**config.mk**
```make
export PLATFORM = sky130hd
export DESIGN_NAME = cpu_run_controller
export DESIGN_NICKNAME = d
export VERILOG_FILES = /design/src/rtl/cpu_run_controller_pkg.sv /design/src/rtl/cpu_run_controller_btn_debounce.sv /design/src/rtl/cpu_run_controller.sv
export SDC_FILE = /design/constraint.sdc
export NUM_CORES = 1
export LEC_CHECK = 0
export CAP_MARGIN = 0
export CORE_ASPECT_RATIO = 0.9
export CORE_MARGIN = 3
export CORE_UTILIZATION = 57
export DETAILED_ROUTE_END_ITERATION = 16
export DONT_BUFFER_PORTS = 1
export HOLD_SLACK_MARGIN = 0.1
export PLACE_DENSITY = 0.75
export SLEW_MARGIN = 25
export SYNTH_ARGS = -nofsm -noshare
export SYNTH_HDL_FRONTEND = slang
export SYNTH_SLANG_ARGS = --single-unit
```
**constraint.sdc**
```tcl
create_clock -name clk -period 2.3 [get_ports clk]
set_clock_uncertainty 0.2 [all_clocks]
set_input_delay 0.575 -clock clk [delete_from_list [all_inputs] [get_ports clk]]
set_output_delay 0.575 -clock clk [all_outputs]
set_load 0.1 [all_outputs]
```
**src/rtl/cpu_run_controller_pkg.sv**
```systemverilog
// Shared encodings for the CPU run controller: mode values and speed-level sizing.
package cpu_run_controller_pkg;

  localparam int unsigned LevelWidth = 2;
  localparam int unsigned NumLevels  = 4;

  typedef enum logic [1:0] {
    ModeHalt = 2'd0,
    ModeRun  = 2'd1,
    ModeStep = 2'd2
  } mode_e;

endpackage

```
**src/rtl/cpu_run_controller_btn_debounce.sv**
```systemverilog
// Button conditioning: 2-flop synchronizer, stability debouncer and a one-cycle press pulse.
module btn_debounce #(
  parameter int unsigned DEBOUNCE_CYCLES = 1_000_000
) (
  input  logic clk,
  input  logic rst,
  input  logic btn,
  output logic press
);

  logic        sync1_q, sync2_q;
  logic        level_q, level_d;
  logic        press_q, press_d;
  logic [31:0] cnt_q, cnt_d;

  // cnt counts consecutive cycles the synchronized input disagrees with the accepted level.
  always_comb begin
    level_d = level_q;
    press_d = 1'b0;
    cnt_d   = '0;
    if (sync2_q != level_q) begin
      if (cnt_q == DEBOUNCE_CYCLES - 1) begin
        level_d = sync2_q;
        press_d = sync2_q;
      end else begin
        cnt_d = cnt_q + 32'd1;
      end
    end
  end

  always_ff @(posedge clk) begin
    if (rst) begin
      sync1_q <= 1'b0;
      sync2_q <= 1'b0;
      level_q <= 1'b0;
      press_q <= 1'b0;
      cnt_q   <= '0;
    end else begin
      sync1_q <= btn;
      sync2_q <= sync1_q;
      level_q <= level_d;
      press_q <= press_d;
      cnt_q   <= cnt_d;
    end
  end

  assign press = press_q;

endmodule

```
**src/rtl/cpu_run_controller.sv**
```systemverilog
// Run/halt/step controller that paces the CPU with a clock-enable at one of four speed levels.
module cpu_run_controller
  import cpu_run_controller_pkg::*;
#(
  parameter int unsigned DEBOUNCE_CYCLES = 1_000_000,
  parameter int unsigned LEVEL_0_DIV     = 50_000_000,
  parameter int unsigned LEVEL_1_DIV     = 25_000_000,
  parameter int unsigned LEVEL_2_DIV     = 12_500_000,
  parameter int unsigned LEVEL_3_DIV     = 1
) (
  input  logic       clk,
  input  logic       rst,
  input  logic       btn_faster,
  input  logic       btn_slower,
  input  logic       btn_run,
  input  logic       btn_step,
  input  logic       halt_req,
  output logic       cpu_clk_en,
  output logic [1:0] level,
  output logic [1:0] mode
);

  logic ev_faster, ev_slower, ev_run, ev_step;

  btn_debounce #(.DEBOUNCE_CYCLES(DEBOUNCE_CYCLES)) u_db_faster (
    .clk(clk), .rst(rst), .btn(btn_faster), .press(ev_faster)
  );
  btn_debounce #(.DEBOUNCE_CYCLES(DEBOUNCE_CYCLES)) u_db_slower (
    .clk(clk), .rst(rst), .btn(btn_slower), .press(ev_slower)
  );
  btn_debounce #(.DEBOUNCE_CYCLES(DEBOUNCE_CYCLES)) u_db_run (
    .clk(clk), .rst(rst), .btn(btn_run), .press(ev_run)
  );
  btn_debounce #(.DEBOUNCE_CYCLES(DEBOUNCE_CYCLES)) u_db_step (
    .clk(clk), .rst(rst), .btn(btn_step), .press(ev_step)
  );

  mode_e                 mode_q, mode_d;
  logic [LevelWidth-1:0] level_q, level_d;
  logic [31:0]           div_q, div_d, div_max;
  logic                  en_q, en_d;
  logic                  tick;

  always_comb begin
    div_max = 32'(LEVEL_0_DIV - 1);
    unique case (level_q)
      2'd0: div_max = 32'(LEVEL_0_DIV - 1);
      2'd1: div_max = 32'(LEVEL_1_DIV - 1);
      2'd2: div_max = 32'(LEVEL_2_DIV - 1);
      2'd3: div_max = 32'(LEVEL_3_DIV - 1);
      default: div_max = 32'(LEVEL_0_DIV - 1);
    endcase
  end

  // The STEP cycle swallows every button event, speed buttons included.
  always_comb begin
    level_d = level_q;
    if (mode_q != ModeStep) begin
      if (ev_faster && !ev_slower && level_q != LevelWidth'(NumLevels - 1)) begin
        level_d = level_q + 1'b1;
      end else if (ev_slower && !ev_faster && level_q != '0) begin
        level_d = level_q - 1'b1;
      end
    end
  end

  always_comb begin
    mode_d = mode_q;
    unique case (mode_q)
      ModeHalt: begin
        if (ev_run) begin
          mode_d = ModeRun;
        end else if (ev_step) begin
          mode_d = ModeStep;
        end
      end
      ModeRun:  if (halt_req || ev_run) mode_d = ModeHalt;
      ModeStep: mode_d = ModeHalt;
      default:  mode_d = ModeHalt;
    endcase
  end

  // Divider only advances while staying in RUN at an unchanged level.
  always_comb begin
    tick  = (mode_q == ModeRun) && (div_q == div_max);
    div_d = '0;
    if (mode_q == ModeRun && mode_d == ModeRun && level_d == level_q && !tick) begin
      div_d = div_q + 32'd1;
    end
    en_d = tick || (mode_q == ModeStep);
  end

  always_ff @(posedge clk) begin
    if (rst) begin
      mode_q  <= ModeHalt;
      level_q <= '0;
      div_q   <= '0;
      en_q    <= 1'b0;
    end else begin
      mode_q  <= mode_d;
      level_q <= level_d;
      div_q   <= div_d;
      en_q    <= en_d;
    end
  end

  assign cpu_clk_en = en_q;
  assign level      = level_q;
  assign mode       = mode_q;

endmodule

```
Word-level counts from Yosys, hierarchy flattened
Cells that the tools add are included.
{"block": "totals", "reg_bits": 181, "inputBits": 7, "word_cells": 95}
{"block": "op_classes", "add_sub_neg": 7, "n_eq_ne": 18, "mux": 8, "bitwise": 9, "n_reduce_logical": 29}
{"op": "$add 32x1->32 const B", "n": 5}
{"op": "$eq 32x20->1 const B", "n": 4}
{"op": "$pmux 32 s4", "n": 1}
{"op": "$eq 32x32->1", "n": 1}
{"op": "$reduce_or 3->1", "n": 8}
{"op": "$mux 2", "n": 6}
{"op": "$not 1->1", "n": 9}
{"op": "$logic_and 1x1->1", "n": 8}
{"op": "$reduce_and 2->1", "n": 4}
{"op": "$eq 2x1->1 const B", "n": 3}
{"op": "$eq 2x2->1 const B", "n": 3}
{"op": "$logic_not 2->1", "n": 2}
{"op": "$ne 1x1->1", "n": 4}
{"op": "$ne 2x2->1 const B", "n": 2}
{"op": "$pmux 2 s2", "n": 1}
{"op": "$logic_not 1->1", "n": 3}
{"op": "$add 2x1->2 const B", "n": 1}
{"op": "$eq 2x2->1", "n": 1}
{"op": "$logic_or 1x1->1", "n": 2}
{"op": "$reduce_bool 2->1", "n": 1}
{"op": "$reduce_or 2->1", "n": 1}
{"op": "$sub 2x1->2 const B", "n": 1}

Longest topological paths before layout
Gate-level depths: netlist of the first run.
{"block": "depth", "depth_word": 11, "ltp_mapped": 8, "ltp_nobuf": 7}

By module
A second synthesis of the first run with hierarchy kept.
{"block": "hier_totals", "hier_cells": 986, "hier_area_um2": 8728.4}
{"module": "btn_debounce", "instances": 4, "cells_per_inst": 191, "area_each_um2": 1681.6}
{"module": "cpu_run_controller", "instances": 1, "cells_per_inst": 222, "area_each_um2": 2001.9}

Worst setup path before layout of the first run
OpenSTA, ideal clock, no wires.
{"block": "synth_timing", "path_kind": "reg-to-reg", "start": "reg level_q[0] (netlist: level[0])", "end": "reg div_q[10]", "setup_time_ns": 0.132, "t_arrival_ns": 2.705, "required_ns": 1.968, "path_slack_ns": -0.737, "path_stages_with_launch": 8, "path_buffers": 1, "path_cell_list": "dfxtp_1 > inv_1 > ha_1 > o41ai_1 > o21ai_0 > nor4_4 > buf_6 > nor3_1"}
{"block": "synth_between", "elab_chain_len": 10, "word_cells_on_any_way": 22, "cone_classes": "add/sub (2); eq/ne (6); mux (4); bitwise (1); reduce/logical (9)"}
{"item": "start: declaration", "line": "cpu_run_controller.sv:39", "rtl": "logic [LevelWidth-1:0] level_q, level_d;"}
{"item": "start signal: assignment", "line": "cpu_run_controller.sv:101", "rtl": "level_q <= level_d;"}
{"item": "parallel branches: the longest is 7 deep, another holds $pmux 32 s4"}
{"item": "$logic_and 1x1->1 *", "line": "cpu_run_controller.sv:87", "rtl": "if (mode_q == ModeRun && mode_d == ModeRun && level_d == level_q && !tick) begin"}
{"item": "$not 1->1 (no source line) *"}
{"item": "$reduce_or 2->1 (no source line) *"}
{"item": "end signal: assignment", "line": "cpu_run_controller.sv:102", "rtl": "div_q <= div_d;"}
{"item": "end: declaration", "line": "cpu_run_controller.sv:40", "rtl": "logic [31:0] div_q, div_d, div_max;"}
Mark *: on every way between the ends. The select of a mux whose other input is x is not followed.
A chain may end at the register's enable or synchronous reset.

Worst setup path in the final report of the first run
{"block": "layout_timing", "start": "reg mode_q[1] (netlist: mode[1])", "end": "reg div_q[10]"}
{"block": "layout_between", "elab_chain_len": 9, "word_cells_on_any_way": 17, "cone_classes": "eq/ne (4); mux (5); bitwise (1); reduce/logical (7)"}
{"item": "start: declaration", "line": "cpu_run_controller.sv:38", "rtl": "mode_e mode_q, mode_d;"}
{"item": "start signal: assignment", "line": "cpu_run_controller.sv:95", "rtl": "mode_q <= ModeHalt;"}
{"item": "start signal: assignment", "line": "cpu_run_controller.sv:100", "rtl": "mode_q <= mode_d;"}
{"item": "$mux 2", "line": "cpu_run_controller.sv:73", "rtl": "end else if (ev_step) begin"}
{"item": "$mux 2", "line": "cpu_run_controller.sv:71", "rtl": "if (ev_run) begin"}
{"item": "$pmux 2 s2", "line": "cpu_run_controller.sv:69", "rtl": "unique case (mode_q)"}
{"item": "$eq 2x1->1", "line": "cpu_run_controller.sv:87"}
{"item": "$logic_and 1x1->1 (2 in a row)", "line": "cpu_run_controller.sv:87"}
{"item": "$logic_and 1x1->1 *", "line": "cpu_run_controller.sv:87"}
{"item": "$not 1->1 (no source line) *"}
{"item": "$reduce_or 2->1 (no source line) *"}
Mark *: on every way between the ends. The rest lies on a longest branch, timed or not.

==> flow_metrics.env, run 1 <==
export IMPL_outcome="completed"
export IMPL_fin_nets=982
export IMPL_first_global_vias=5964
export IMPL_yosysWarnings=0
export IMPL_place_area_sq_um=8630
export IMPL_grt_busiest_layer="met2"
export IMPL_ys_types=46
export IMPL_seq_area_frac_synth=0.439
export IMPL_syn_nets=958
export IMPL_crit_fanout=6
export IMPL_clkSinkCount=181
export IMPL_ios=12
export IMPL_ys_ff_latch=181
export IMPL_num_antenna_cells=0
export IMPL_synth_edff_count=0
export IMPL_path_class="reg -> reg"
export IMPL_hold_path_class="in -> reg"
export IMPL_fin_crit_sh=0.999
export IMPL_p_leak_nw=3.10
export IMPL_syn_to_final_growth_pct=12.8
export IMPL_root_buffer="clkbuf_16"
export IMPL_worstSetupStartpoint="mode[1]"
export IMPL_cap_violations=0
export IMPL_cts_tree="built"
export IMPL_met1_usage=0.290
export IMPL_syn_area_per_cell_sq_um=8.76
export IMPL_clkTransAtPathRegs_ns=0.07
export IMPL_synth_most_common_cell="dfxtp_1"
export IMPL_fill_cells=1127
export IMPL_viasPerCell=5.52
export IMPL_dpl_hpwl_mm=10.5
export IMPL_ant_nets=0
export IMPL_yosysTopAreaCell="dfxtp_1"
export IMPL_hold_path_end="u_db_step.press"
export IMPL_gr_usage_met2=0.324
export IMPL_tightest_slew_ns=0.693
export IMPL_synth_common_cells="dfxtp_1 (181), nor2_1 (154), xor2_1 (115), nand3_1 (70), nand4_1 (60)"
export IMPL_powerDensity_nw_per_um2=637
export IMPL_drtIter0Drc=442
export IMPL_hold_viol_final=0
export IMPL_drcViolationCount=0
export IMPL_grt_start_max_net_pins=33
export IMPL_path_cells="or3b_4 > a2111oi_4 > nand4b_1 > nor4_4 > buf_4 > clkbuf_16 > nor3_1"
export IMPL_numCtsBuffers=17
export IMPL_dieArea_sq_um=15900
export IMPL_core_area_sq_um=14100
export IMPL_initial_utilization=0.584
export IMPL_rrSetupSlack_ns=0.002
export IMPL_fp_dieH_um=120
export IMPL_port_buffers=0
export IMPL_async_reset_ff_frac=0
export IMPL_rr_worst_depth=7
export IMPL_htreeDepth=4
export IMPL_layout_drive_gt1_share=0.0890
export IMPL_yosysTopAreaCellShare=0.439
export IMPL_dr_pass1_iters=5
export IMPL_dp_cells=1131
export IMPL_slowest_delay_ns=0.40
export IMPL_required_ns=2.40
export IMPL_num_rows=41
export IMPL_final_cell_area_sq_um=9300
export IMPL_rsz0062_at_grt="true"
export IMPL_start_kind="flip-flop"
export IMPL_max_clock_path_buffers=2
export IMPL_slowest_stage="or3b_4"
export IMPL_synthFlopType="dfxtp_1"
export IMPL_use_met3=0.0507
export IMPL_setup_violations=0
export IMPL_slew_headroom=0.536
export IMPL_clock_latency_ns=0.43
export IMPL_place_ws_ns=0.0432
export IMPL_min_path_cells=3
export IMPL_synthesis_area_sq_um=8250
export IMPL_crit_arrival_ns=2.40
export IMPL_die_w_um=133
export IMPL_layout_setup_ws_ns=0.00212
export IMPL_grt_overflow=0
export IMPL_gp_congestion=0.884
export IMPL_r2r_end="div_q[10]"
export IMPL_slew_viol_final=0
export IMPL_grt_usage=0.209
export IMPL_min_from="rst"
export IMPL_fin_crit_ns=2.30
export IMPL_end_kind="flip-flop"
export IMPL_synth_area_leaders="dfxtp_1 (44%), xor2_1 (12%), nor2_1 (7.0%), nand4_1 (4.6%), nand3_1 (4.2%)"
export IMPL_vias=6459
export IMPL_wire_per_inst_um=13.7
export IMPL_max_vdd_ir_drop_mv=0.647
export IMPL_wl_mm=16.0
export IMPL_max_freq_ghz=0.435
export IMPL_antenna_found_initial=0
export IMPL_synthCells=941
export IMPL_grt_pass1_wl_mm=27.6
export IMPL_fin_cells=1171
export IMPL_rr_startpoint="mode[1]"
[logic make-up (layout without fill, tap and decap cells)]
kind of cell / count (synthesis) / in the layout / share of synthesized area
flops: 181 / 181 / 0.439
fa+ha+maj: 10 / 10 / 0.0152
simple gates: 513 / 513 / 0.327
compound gates: 31 / 31 / 0.0235
xor+xnor: 148 / 148 / 0.157
mux: 4 / 4 / 0.00486
buf+inv: 54 / 91 / 0.0325
[worst max-delay path by stage]
stage / to / slack, ns / cells after the start
2_1_floorplan: div_q[10] / -0.1 / 8
6_report: div_q[10] / 0.002 / 7
3_5_place_dp: cpu_clk_en / 0.04 / 8
5_1_grt: div_q[16] / -0.03 / 7
4_1_cts: cpu_clk_en / 0.02 / 8
3_3_place_gp: cpu_clk_en / 0.11 / 8
[layer usage]
layer / share of wire / up-vias / routed length, um
li1: - / 3326 / -
met1: 0.50 / 3016 / 8010
met2: 0.45 / 105 / 7170
met3: 0.043 / 12 / 692
met4: 0.0091 / 0 / 145
met5: 0 / - / 0
[worst max-delay path, delay by kind of cell, from the launching register on]
family / cells / cell delay (ns)
DFF: 1 / 0.34
and+or+nand+nor: 4 / 1.00
AOI/OAI and AO/OA: 1 / 0.31
buffers and inverters: 2 / 0.33
[cells in the final DEF (no fill, tap or decap), types with 3 or more instances in the layout]
| cell type | n |
|---|---|
| and2_1 | 6 |
| inv_1 | 14 |
| clkbuf_16 | 18 |
| buf_12 | 5 |
| nor4_2 | 4 |
| mux2i_1 | 4 |
| dlygate4sd3_1 | 4 |
| and3_1 | 34 |
| or3_1 | 14 |
| buf_4 | 31 |
| nand2_1 | 47 |
| o21ai_0 | 9 |
| nand3_1 | 70 |
| nand4_1 | 60 |
| ha_1 | 9 |
| a21oi_1 | 10 |
| nor3_1 | 53 |
| xnor2_1 | 33 |
| nor2_1 | 154 |
| inv_6 | 3 |
| nor3b_1 | 5 |
| and4_1 | 19 |
| dfxtp_4 | 4 |
| nand2b_1 | 3 |
| nor2b_1 | 9 |
| dfxtp_1 | 176 |
| clkinvlp_4 | 3 |
| xor2_1 | 115 |
| nor4_1 | 18 |
| nor4b_1 | 7 |
| clkinv_2 | 5 |
[sequential cells by signal, summed over array words and instances, names as in the netlist, 2 cells and up]
name	flops
div_q	32
u_db_faster.cnt_q	32
u_db_run.cnt_q	32
u_db_slower.cnt_q	32
u_db_step.cnt_q	32
level	2
mode	2
[final cells by class]
class                           instances  area, sq um  share of cell area
Clock buffer                           20          447              0.0480
Clock inverter                         12          104              0.0112
Inverter                               16         62.6             0.00672
Multi-Input combinational cell        706         4390               0.472
Sequential cell                       181         3640               0.391
Tap cell                              193          241              0.0260
Timing Repair Buffer                   43          420              0.0452
[power breakdown]
| part | switching, mW | leakage, nW | internal [mW] |
|---|---|---|---|
| clock | 1.21 | 0.267 | 1.52 |
| sequential | 0.00567 | 1.46 | 3.14 |
| combinational | 0.0287 | 1.38 | 0.0208 |
| total | 1.24 | 3.10 | 4.68 |
[repair_timing]
item | in CTS | in global routing
pin swaps | 1 | 3
resized for setup | 1 | 5
cloned | 0 | 2
setup endpoints to repair | 33 | 33
endpoints found under the hold margin | 16 | 0
hold buffers | 4 | 0
setup buffers | 0 | 2
[metrics by stage]
step                utilization  setup TNS [ns]  hold slack [ns]  total power, mW
floorplan                     -           -2.96            0.213             3.25
global placement          0.612               0            0.216             3.25
detailed placement        0.612               0            0.223             3.25
CTS                       0.654               0            0.107             5.97
global route              0.659          -0.638            0.116             6.10
finish                    0.659               0            0.122             5.92
(Power assumes the default switching activity.)
==> run 2: changes to the inputs <==
--- a/config.mk
+++ b/config.mk
@@ -5,14 +5,13 @@
 export SDC_FILE = /design/constraint.sdc
 export NUM_CORES = 1
 export LEC_CHECK = 0
+export BUFFER_PORTS_ARGS = -buffer_cell sky130_fd_sc_hd__clkbuf_2
 export CAP_MARGIN = 0
 export CORE_ASPECT_RATIO = 0.9
-export CORE_MARGIN = 3
 export CORE_UTILIZATION = 57
 export DETAILED_ROUTE_END_ITERATION = 16
-export DONT_BUFFER_PORTS = 1
 export HOLD_SLACK_MARGIN = 0.1
-export PLACE_DENSITY = 0.75
+export PLACE_DENSITY = 0.76
 export SLEW_MARGIN = 25
 export SYNTH_ARGS = -nofsm -noshare
 export SYNTH_HDL_FRONTEND = slang
==> flow_metrics.env, run 2 (synthesis results as in run 1) <==
export IMPL_outcome="completed"
export IMPL_final_cell_mix="dfxtp_1 (177), nor2_1 (154), xor2_1 (115)"
export IMPL_initial_utilization=0.587
export IMPL_final_common_cell="dfxtp_1"
export IMPL_clkSinkCount=181
export IMPL_critPathCapture="level[0]"
export IMPL_port_buffers=11
export IMPL_wl_met2_mm=7.35
export IMPL_slowest_stage="clkbuf_2"
export IMPL_post_route_util=0.662
export IMPL_fin_crit_sh=0.955
export IMPL_power_frac_comb=0.009
export IMPL_worstSetupStartpoint="level[0]"
export IMPL_powerDensity_nw_per_um2=655
export IMPL_numCtsBuffers=17
export IMPL_core_area_sq_um=14100
export IMPL_highest_layer="met4"
export IMPL_slew_viol_final=0
export IMPL_dpl_hpwl_mm=10.7
export IMPL_end_kind="output port"
export IMPL_wl_met3_um=621
export IMPL_clock_latency_ns=0.43
export IMPL_grt_overflow=0
export IMPL_sw_frac_of_total=0.204
export IMPL_wl_met1_mm=8.08
export IMPL_ant_nets=0
export IMPL_setup_violations=0
export IMPL_hold_viol_final=0
export IMPL_grt_pass1_wl_mm=27.2
export IMPL_drtIter0Drc=547
export IMPL_grt_usage=0.227
export IMPL_num_rows=41
export IMPL_dr_pass1_iters=5
export IMPL_fin_nets=982
export IMPL_first_global_vias=5713
export IMPL_fp_dieH_um=116
export IMPL_critPathTopFamily="buffers and inverters"
export IMPL_fill_cells=1186
export IMPL_ctsHoldBuffers=0
export IMPL_required_ns=1.52
export IMPL_rr_worst_depth=6
export IMPL_antenna_found_initial=0
export IMPL_drcViolationCount=0
export IMPL_vias=6493
export IMPL_grt_start_max_net_pins=33
export IMPL_htreeDepth=4
export IMPL_cap_violations=0
export IMPL_ios=12
export IMPL_crit_arrival_ns=1.42
export IMPL_syn_to_final_growth_pct=12.9
export IMPL_wire_per_inst_um=13.9
export IMPL_layout_drive_gt1_share=0.0941
export IMPL_start_kind="flip-flop"
export IMPL_viasPerCell=5.54
export IMPL_wl_mm=16.2
export IMPL_timing_hold_ws_ns=0.170
export IMPL_max_freq_ghz=0.455
export IMPL_crit_fanout=8
export IMPL_num_antenna_cells=0
export IMPL_rr_startpoint="u_db_run.cnt_q[15]"
export IMPL_max_clock_path_buffers=2
export IMPL_p_leak_nw=3.12
export IMPL_crit_cells=2
export IMPL_max_vdd_ir_drop_mv=0.571
export IMPL_root_buffer="clkbuf_16"
export IMPL_power_switching_mw=1.24
export IMPL_rsz0062_at_grt="false"
export IMPL_dieArea_sq_um=15000
export IMPL_hold_path_class="in -> reg"
export IMPL_p_seq_frac=0.516
export IMPL_critical_path_buf_inv_count=2
export IMPL_slowest_delay_ns=0.47
export IMPL_cts_tree="built"
export IMPL_die_w_um=129
export IMPL_clkTransAtPathRegs_ns=0.06
export IMPL_p_clk_frac=0.475
export IMPL_gp_congestion=0.844
export IMPL_rrSetupSlack_ns=0.12
export IMPL_tightest_slew_ns=0.584
export IMPL_p_int_mw=4.85
export IMPL_fin_crit_ns=2.20
export IMPL_slew_headroom=0.608
export IMPL_path_cells="buf_4 > clkbuf_2"
export IMPL_r2r_end="u_db_run.cnt_q[5]"
export IMPL_path_class="reg -> out"
==> run 2: power groups by stage <==
stage	logic [mW]	registers [mW]	clock network [mW]
finish	0.0546	3.14	2.90
global route	0.0608	3.14	3.09
CTS	0.0551	3.14	2.96
detailed placement	0.0546	3.21	0
global placement	0.0534	3.21	0
floorplan	0.0353	3.21	0
==> run 2: per-layer routing <==
metal,vias to the layer above,global-route usage
met2,93,0.351
met1,3052,0.311
met3,19,0.0609
met5,-,0
li1,3329,-
met4,0,0.0714
==> run 2: cell type report <==
cell class | instances | area, sq um | area share
Multi-Input combinational cell | 706 | 4380 | 0.471
Sequential cell | 181 | 3640 | 0.391
Clock buffer | 21 | 472 | 0.0507
Timing Repair Buffer | 43 | 387 | 0.0415
Tap cell | 193 | 241 | 0.0260
Clock inverter | 11 | 121 | 0.0130
Inverter | 16 | 62.6 | 0.00672
==> run 2: through the flow <==
step | cell area, sq um | setup TNS [ns] | cells | total power [mW] | setup slack [ns]
detailed placement | 8680 | 0 | 1138 | 3.27 | 0.107
global placement | 8680 | 0 | 1138 | 3.27 | 0.135
global route | 9310 | 0 | 1171 | 6.30 | 0.00140
CTS | 9280 | 0 | 1170 | 6.16 | 0.0718
finish | 9310 | 0 | 1171 | 6.09 | 0.104
floorplan | 8280 | -2.96 | 941 | 3.25 | -0.0991
==> run 2: what timing repair did <==
item / 4_1_cts / 5_1_grt
endpoints found under the setup margin: 0 / 49
buffers inserted: 0 / 1
gates resized for setup: 0 / 5
==> run 2: how the worst min path moves through the flow <==
| stage | cells past startpoint | start | endpoint |
|---|---|---|---|
| 6_report | 2 | btn_run | u_db_run.sync1_q |
| 2_1_floorplan | 1 | u_db_faster.cnt_q[0] | u_db_faster.cnt_q[0] |
| 3_5_place_dp | 1 | u_db_faster.cnt_q[0] | u_db_faster.cnt_q[0] |
| 5_1_grt | 2 | btn_run | u_db_run.sync1_q |
| 3_3_place_gp | 1 | u_db_slower.sync1_q | u_db_slower.sync2_q |
| 4_1_cts | 2 | btn_run | u_db_run.sync1_q |
==> run 3: changes to the inputs <==
--- a/config.mk
+++ b/config.mk
@@ -7,11 +7,13 @@
 export LEC_CHECK = 0
 export BUFFER_PORTS_ARGS = -buffer_cell sky130_fd_sc_hd__clkbuf_2
 export CAP_MARGIN = 0
+export CELL_PAD_IN_SITES_DETAIL_PLACEMENT = 1
+export CELL_PAD_IN_SITES_GLOBAL_PLACEMENT = 2
 export CORE_ASPECT_RATIO = 0.9
-export CORE_UTILIZATION = 57
+export CORE_UTILIZATION = 36
 export DETAILED_ROUTE_END_ITERATION = 16
 export HOLD_SLACK_MARGIN = 0.1
-export PLACE_DENSITY = 0.76
+export PLACE_DENSITY_LB_ADDON = 0.1
 export SLEW_MARGIN = 25
 export SYNTH_ARGS = -nofsm -noshare
 export SYNTH_HDL_FRONTEND = slang
==> flow_metrics.env, run 3 (synthesis results as in run 1) <==
export IMPL_outcome="completed"
export IMPL_numCtsBuffers=17
export IMPL_ctsHoldBuffers=0
export IMPL_ant_nets=0
export IMPL_syn_to_final_growth_pct=15.0
export IMPL_end_kind="flip-flop"
export IMPL_fin_crit_sh=0.964
export IMPL_max_vdd_ir_drop_mv=0.433
export IMPL_num_rows=52
export IMPL_crit_fanout=12
export IMPL_hold_path_class="in -> reg"
export IMPL_slew_viol_final=0
export IMPL_final_cell_area_sq_um=9480
export IMPL_num_antenna_cells=0
export IMPL_setup_violations=0
export IMPL_grt_start_max_net_pins=33
export IMPL_die_w_um=162
export IMPL_root_buffer="clkbuf_16"
export IMPL_drcViolationCount=0
export IMPL_wire_per_inst_um=15.6
export IMPL_path_class="reg -> reg"
export IMPL_dr_pass1_iters=4
export IMPL_dieArea_sq_um=23500
export IMPL_clock_latency_ns=0.44
export IMPL_finalPower_mw=6.16
export IMPL_grt_overflow=0
export IMPL_rr_startpoint="level[0]"
export IMPL_final_common_cell="dfxtp_1"
export IMPL_final_cell_mix="dfxtp_1 (177), nor2_1 (154), xor2_1 (115)"
export IMPL_clkSinkCount=181
export IMPL_first_global_vias=6841
export IMPL_max_clock_path_buffers=2
export IMPL_fin_nets=986
export IMPL_rrSetupSlack_ns=0.08
export IMPL_critPathCapture="div_q[29]"
export IMPL_worstSetupStartpoint="level[0]"
export IMPL_place_ws_ns=0.0670
export IMPL_cap_violations=0
export IMPL_cts_tree="built"
export IMPL_viasPerCell=5.20
export IMPL_finalSetupTns_ns=0
export IMPL_antenna_found_initial=0
export IMPL_r2r_end="div_q[29]"
export IMPL_core_area_sq_um=22400
export IMPL_fp_dieH_um=146
export IMPL_port_buffers=11
export IMPL_layout_drive_gt1_share=0.0998
export IMPL_grt_pass1_wl_mm=33.7
export IMPL_ios=12
export IMPL_start_kind="flip-flop"
export IMPL_dpl_hpwl_mm=13.8
export IMPL_slew_headroom=0.607
export IMPL_max_freq_ghz=0.451
export IMPL_rr_worst_depth=8
export IMPL_wl_mm=19.9
export IMPL_required_ns=2.42
export IMPL_initial_utilization=0.367
export IMPL_place_area_sq_um=8840
export IMPL_layout_setup_ws_ns=0.0822
export IMPL_post_route_util=0.422
export IMPL_crit_arrival_ns=2.34
export IMPL_powerDensity_nw_per_um2=650
export IMPL_clkTransAtPathRegs_ns=0.07
export IMPL_drtIter0Drc=249
export IMPL_vias=6655
export IMPL_tightest_slew_ns=0.591
export IMPL_gp_congestion=0.815
export IMPL_htreeDepth=4
export IMPL_hold_viol_final=0
export IMPL_grt_usage=0.176
export IMPL_fin_crit_ns=2.22
export IMPL_p_leak_nw=3.15
==> run 3: cell count changes in the layout (fill, tap and decap cells not counted), sizes merged <==
cell / previous run / this run
bufinv: 2 / 1
inv: 18 / 26
clkinv: 5 / 3
clkbuf: 32 / 30
clkinvlp: 2 / 0
buf: 32 / 35
==> run 3: how the worst min path moves through the flow <==
stage                         startpoint                   end  slack, ns  cells after the start
finish                           btn_run      u_db_run.sync1_q       0.16                      2
global route                     btn_run      u_db_run.sync1_q       0.16                      2
CTS                              btn_run      u_db_run.sync1_q       0.15                      2
detailed placement   u_db_slower.sync1_q   u_db_slower.sync2_q       0.23                      1
global placement     u_db_slower.sync1_q   u_db_slower.sync2_q       0.22                      1
floorplan           u_db_faster.cnt_q[0]  u_db_faster.cnt_q[0]       0.21                      1
==> run 3: metal layers <==
| metal | part of all wire | global-route usage | up-vias |
|---|---|---|---|
| li1 | - | - | 3332 |
| met5 | 0 | 0 | - |
| met4 | 0.013 | 0.0467 | 0 |
| met2 | 0.48 | 0.293 | 53 |
| met1 | 0.49 | 0.231 | 3249 |
| met3 | 0.018 | 0.0345 | 21 |
==> run 3: final cells by class <==
cell class / instances / area [sq um]
fill: 2607 / 13000
inverter: 16 / 62.6
clock buffer: 18 / 439
multi-input combinational: 706 / 4380
sequential: 181 / 3640
tap: 297 / 372
clock inverter: 14 / 154
timing repair buffer: 47 / 434
==> run 3: worst max-delay path, cell delays in order (launching register included) <==
cell and delay, ns:
dfxtp_4 0.40, buf_4 0.13, ha_2 0.24, nor4b_1 0.27, o21ai_1 0.17, nor4_4 0.28
buf_4 0.19, clkbuf_16 0.17, nor3_1 0.05
==> run 3: through the flow <==
stage          hold WS [ns]  cells
5_1_grt               0.165   1279
3_3_place_gp          0.222   1245
4_1_cts               0.151   1277
3_5_place_dp          0.232   1245
2_1_floorplan         0.213    941
6_report              0.159   1279
==> run 3: repair_timing <==
| item | in CTS | in global routing |
|---|---|---|
| endpoints found under the setup margin | 0 | 33 |
| gates resized for setup | 0 | 5 |
| buffers inserted | 0 | 1 |
==> run 3: power by group <==
part | internal (mW) | switching [mW]
logic | 0.0217 | 0.0337
clock network | 1.58 | 1.38
registers | 3.13 | 0.00582
total | 4.74 | 1.42
